[config.mk]
export PLATFORM = sky130hd
export DESIGN_NAME = result_fifo
export DESIGN_NICKNAME = d
export VERILOG_FILES = /design/src/rtl/result_fifo_pkg.sv /design/src/rtl/fifo_mem.sv /design/src/rtl/result_fifo.sv
export SDC_FILE = /design/constraint.sdc
export NUM_CORES = 1
export LEC_CHECK = 0
export CAP_MARGIN = 20
export CORE_MARGIN = 4
export CORE_UTILIZATION = 30
export DETAILED_ROUTE_END_ITERATION = 16
export GPL_TIMING_DRIVEN = 0
export SKIP_LAST_GASP = 1
export SLEW_MARGIN = 10
export SYNTH_ARGS = -nofsm -noshare
export SYNTH_HDL_FRONTEND = slang
export SYNTH_HIERARCHICAL = 1
export SYNTH_SLANG_ARGS = --single-unit
export TNS_END_PERCENT = 50
[constraint.sdc]
create_clock -name clk -period 3.11 [get_ports clk]
set_input_delay 0.622 -clock clk [delete_from_list [all_inputs] [get_ports clk]]
set_output_delay 0.622 -clock clk [all_outputs]
set_load 0.01 [all_outputs]
[src/rtl/result_fifo_pkg.sv]
// Shared sizing for result_fifo: default geometry, pointer width derivation,
// and the drop counter width.
package result_fifo_pkg;

  localparam int DEF_WIDTH  = 8;
  localparam int DEF_DEPTH  = 8;
  localparam int DROP_CNT_W = 8;

  function automatic int ptr_w(input int depth);
    return (depth > 1) ? $clog2(depth) : 1;
  endfunction

endpackage

[src/rtl/fifo_mem.sv]
// Storage array for result_fifo: one synchronous write port, one asynchronous read port.
// Zero read latency, no reset and no flow control; the caller owns all of that.
module fifo_mem #(
  parameter int WIDTH = 8,
  parameter int DEPTH = 8,
  parameter int AW    = 3
) (
  input  logic             clk,
  input  logic             we,
  input  logic [AW-1:0]    waddr,
  input  logic [WIDTH-1:0] wdata,
  input  logic [AW-1:0]    raddr,
  output logic [WIDTH-1:0] rdata
);

  logic [WIDTH-1:0] mem_q [DEPTH];

  always_ff @(posedge clk) begin
    if (we) begin
      mem_q[waddr] <= wdata;
    end
  end

  assign rdata = mem_q[raddr];

endmodule

[src/rtl/result_fifo.sv]
// result_fifo: first-word-fall-through ALU result queue, 1-cycle write-to-read latency, no bypass.
// A write while full with no pop is dropped and sets sticky overflow; RESULT_FIFO_DROPCNT_EN adds drop_cnt.
module result_fifo
  import result_fifo_pkg::*;
#(
  parameter int DEPTH = DEF_DEPTH,
  parameter int WIDTH = DEF_WIDTH
) (
  input  logic                        clk,
  input  logic                        rst_n,
  input  logic [WIDTH-1:0]            in_data,
  input  logic                        in_valid,
  output logic [WIDTH-1:0]            out_data,
  output logic                        out_valid,
  input  logic                        out_ready,
  output logic [ptr_w(DEPTH):0]       count,
  output logic                        full,
  output logic                        empty,
  output logic                        overflow
`ifdef RESULT_FIFO_DROPCNT_EN
  ,
  output logic [DROP_CNT_W-1:0]       drop_cnt
`endif
);

  localparam int PW = ptr_w(DEPTH);
  localparam int CW = PW + 1;

  logic [PW-1:0] head_q, head_d;
  logic [PW-1:0] tail_q, tail_d;
  logic [CW-1:0] count_q, count_d;
  logic          overflow_q, overflow_d;
  logic          push, pop, drop;

  assign empty     = (count_q == '0);
  assign full      = (count_q == CW'(DEPTH));
  assign out_valid = !empty;
  assign count     = count_q;
  assign overflow  = overflow_q;

  always_comb begin
    pop        = out_valid && out_ready;
    // A pop frees the slot in the same edge, so a full FIFO can still accept.
    push       = in_valid && (!full || pop);
    drop       = in_valid && full && !pop;
    head_d     = pop  ? head_q + PW'(1) : head_q;
    tail_d     = push ? tail_q + PW'(1) : tail_q;
    count_d    = count_q;
    if (push && !pop) begin
      count_d = count_q + CW'(1);
    end else if (pop && !push) begin
      count_d = count_q - CW'(1);
    end
    overflow_d = overflow_q || drop;
  end

  always_ff @(posedge clk or negedge rst_n) begin
    if (!rst_n) begin
      head_q     <= '0;
      tail_q     <= '0;
      count_q    <= '0;
      overflow_q <= 1'b0;
    end else begin
      head_q     <= head_d;
      tail_q     <= tail_d;
      count_q    <= count_d;
      overflow_q <= overflow_d;
    end
  end

`ifdef RESULT_FIFO_DROPCNT_EN
  logic [DROP_CNT_W-1:0] drop_cnt_q, drop_cnt_d;

  always_comb begin
    drop_cnt_d = drop_cnt_q;
    if (drop && (drop_cnt_q != '1)) begin
      drop_cnt_d = drop_cnt_q + DROP_CNT_W'(1);
    end
  end

  always_ff @(posedge clk or negedge rst_n) begin
    if (!rst_n) begin
      drop_cnt_q <= '0;
    end else begin
      drop_cnt_q <= drop_cnt_d;
    end
  end

  assign drop_cnt = drop_cnt_q;
`endif

  fifo_mem #(
    .WIDTH (WIDTH),
    .DEPTH (DEPTH),
    .AW    (PW)
  ) u_mem (
    .clk   (clk),
    .we    (push),
    .waddr (tail_q),
    .wdata (in_data),
    .raddr (head_q),
    .rdata (out_data)
  );

endmodule

==> impl_metrics.yaml <==
cts:
  cts_buffer_depth: 2
  cts-buffers-inserted: 9
  clk_latency_ns: 0.34
  clkSlewWorstSetupHoldPaths_ns: 0.08
  cts_root_buf: "clkbuf_8"
  h-tree-depth: 3
  cts_sinks: 75
  cts_tree: "yes"
worst_setup_path:
  crit_buf_inv: 3
  crit_path_end_kind: "output pin"
  critPathRequiredTime_ns: 2.49
  startpoint_type: "flip-flop"
  r2r_end: "count[3]"
  crit_fanout: 10
  endpoint: "out_data[6]"
  crit_slowest_cell: "mux4_1"
  rr_worst_depth: 9
  r2r-start: "count[0]"
  path_cells: "buf_6, buf_12, mux4_1, mux2_2, clkdlybuf4s50_1"
  cp.depth: 5
  path_delay_family: "multiplexers"
  rrSetupSlack_ns: 0.17
  crit_type: "flip-flop to output pin"
  crit_arrival_ns: 2.35
  startpoint: "head_q[0]"
  worst_path_largest_cell_delay_ns: 0.56
global_route:
  antenna_found_initial: 0
  grt_usage_pct: 9.73
  grt_overflow_total: 0
  grt_max_degree: 14
  grt_pass1_wl_um: 8930
  grt_pass1_vias: 1649
sta:
  tightest_slew_ns: 1.00
  whs_ns: 0.462
  max_slew_margin_pct: 33.1
  drv_slew: 0
  rsz0062_at_grt: "false"
  skew_ns: 0.0121
  hold_viol: 0
  setup_viol: 0
  finalSetupTns_ns: 0
  fmax_mhz: 337
  fin_crit_sh_pct: 95.4
  layout_min_cycle_time_ns: 2.97
placement:
  hpwl_um: 3730
  port_buffers: 27
  gp_congestion: 0.697
synthesis:
  synth-seq-area-share_pct: 69.5
  yosys_warnings: 6
  synth.distinct_cells: 32
  synth_nets: 178
  synth-seq-cells: 75
  avgSynthCellArea_um2: 19.8
  synth_area_um2: 3160
  synth_cells: 160
routing:
  postRouteAntennaNets: 0
  drt_wl_total_um: 5620
  drt_pass1_iterations: 4
  avgViaCountPerCell: 4.64
  routedWlPerCell_um: 16.6
  initialDrtViolationCount: 71
  drc: 0
  vias: 1572
die:
  core_um2: 10300
  die_y_um: 111
  rows: 37
  die_area_um2: 12200
  start_util_pct: 30.8
  ios: 28
  fp.dieW_um: 111
finish:
  nets: 216
  antenna_cells: 0
  regArea_um2: 2200
  area_growth_syn_to_layout_pct: 21.6
  fill_cells: 977
  multi_input_area_um2: 912
  drive_gt1_share_pct: 18.2
status:
  status: "complete, no violations"
power_and_ir_drop:
  ir_worst_vdd_v: 0.000330
  pwr_density_cell_nw_per_um2: 925
  leakage_nw: 1.33
worst_hold_path:
  holdCritPathClass: "flip-flop to flip-flop"
  hold_depth: 1
  worstHoldStart: "overflow"
flow_run:
  cap_violations: 0
-- routing by layer --
| layer | global-route usage [%] | vias to the layer above | part of all wire [%] |
|---|---|---|---|
| met5 | 0 | - | 0 |
| met4 | 4.93 | 0 | 1.4 |
| met3 | 3.06 | 7 | 4.1 |
| met2 | 15.3 | 34 | 50 |
| met1 | 12.1 | 799 | 45 |
| li1 | - | 732 | - |
-- final cells by class --
type / instances / share of cell area (%)
plain buffers: 5 / 1.14
clock buffers: 12 / 4.03
clock inverters: 4 / 1.92
inverters: 4 / 0.390
multi-input cells: 75 / 23.7
flip-flops and latches: 75 / 57.2
well taps: 136 / 4.42
repair buffers: 28 / 7.22
-- what timing repair did --
| action | CTS | global route |
|---|---|---|
| hold buffers | 0 | 0 |
| hold endpoints to repair | 0 | 0 |
| setup buffers | 0 | 1 |
| endpoints found under the setup margin | 8 | 3 |
| resized for setup | 0 | 1 |
-- synth_stat cells --
master / n / area (um2)
edfxtp_1: 64 / 1920
mux4_1: 15 / 394
dfrtp_1: 11 / 275
mux2_2: 10 / 113
nor2_1: 7 / 26.3
xnor2_1: 6 / 52.6
ha_1: 5 / 62.6
nand2_1: 5 / 18.8
inv_1: 4 / 15.0
nand2b_1: 3 / 18.8
nand3_1: 3 / 15.0
nor3_1: 3 / 15.0
o211ai_1: 3 / 22.5
a21oi_1: 2 / 10.0
clkbuf_1: 2 / 7.51
a2111o_1: 1 / 11.3
a21o_1: 1 / 7.51
buf_1: 1 / 3.75
buf_12: 1 / 20.0
buf_2: 1 / 5.00
buf_6: 1 / 11.3
fa_1: 1 / 20.0
mux2_4: 1 / 15.0
mux2i_1: 1 / 10.0
mux4_2: 1 / 22.5
nand3b_1: 1 / 7.51
o21ai_0: 1 / 5.00
o21ai_4: 1 / 16.3
or3_1: 1 / 6.26
or4_1: 1 / 7.51
or4_4: 1 / 11.3
or4b_4: 1 / 13.8
-- layout by cell type, fill, tap and decap left out, drive strengths merged --
cell / count
nor3: 3
inv: 4
nand2b: 3
edfxtp: 64
a21oi: 2
mux4: 16
nand2: 5
o211ai: 3
mux2: 11
buf: 5
ha: 5
nor2: 7
xnor2: 6
a2111o: 1
o21ai: 2
clkdlybuf4s50: 27
or3: 1
dfrtp: 11
bufinv: 2
or4b: 1
nand3b: 1
or4: 2
clkinv: 2
clkbuf: 13
fa: 1
a21o: 1
mux2i: 1
nand3: 3
-- worst min path at each step --
| stage | end | slack, ns |
|---|---|---|
| after floorplan | count[0] | 0.33 |
| after global placement | overflow | 0.44 |
| after detailed placement | overflow | 0.45 |
| after CTS | overflow | 0.47 |
| after global routing | overflow | 0.50 |
| final | overflow | 0.46 |
-- metrics by stage --
step	utilization (%)	area (um2)	setup WS [ns]	power [mW]	std cells
floorplan	-	3160	0.386	2.24	160
finish	37.4	3850	0.143	3.56	339
global placement	35.0	3600	0.0149	2.74	323
global route	37.4	3850	0.0298	3.76	339
detailed placement	35.1	3610	0.0111	2.77	323
CTS	37.3	3840	0.0287	3.61	338
-- power breakdown --
group / switching, mW / leakage, nW / internal (mW)
clock network: 0.328 / 0.117 / 0.496
logic: 0.561 / 0.500 / 0.732
registers: 0.139 / 0.709 / 1.30
total: 1.03 / 1.33 / 2.53
-- registers in the layout (all words and copies together) (netlist names) --
| signal | flops |
|---|---|
| count | 4 |
| head_q | 3 |
| overflow | 1 |
| tail_q | 3 |
| u_mem/mem_q | 64 |
-- cell families (layout without fill, tap and decap cells) --
group / Yosys count / after routing / share of synthesized area [%]
flops: 75 / 75 / 69.5
compound gates: 9 / 9 / 2.30
buf+inv: 10 / 53 / 1.98
simple gates: 26 / 26 / 4.43
xor+xnor: 6 / 6 / 1.66
mux: 28 / 28 / 17.5
fa+ha+maj: 6 / 6 / 2.61
Power figures use the tool's default switching activity.
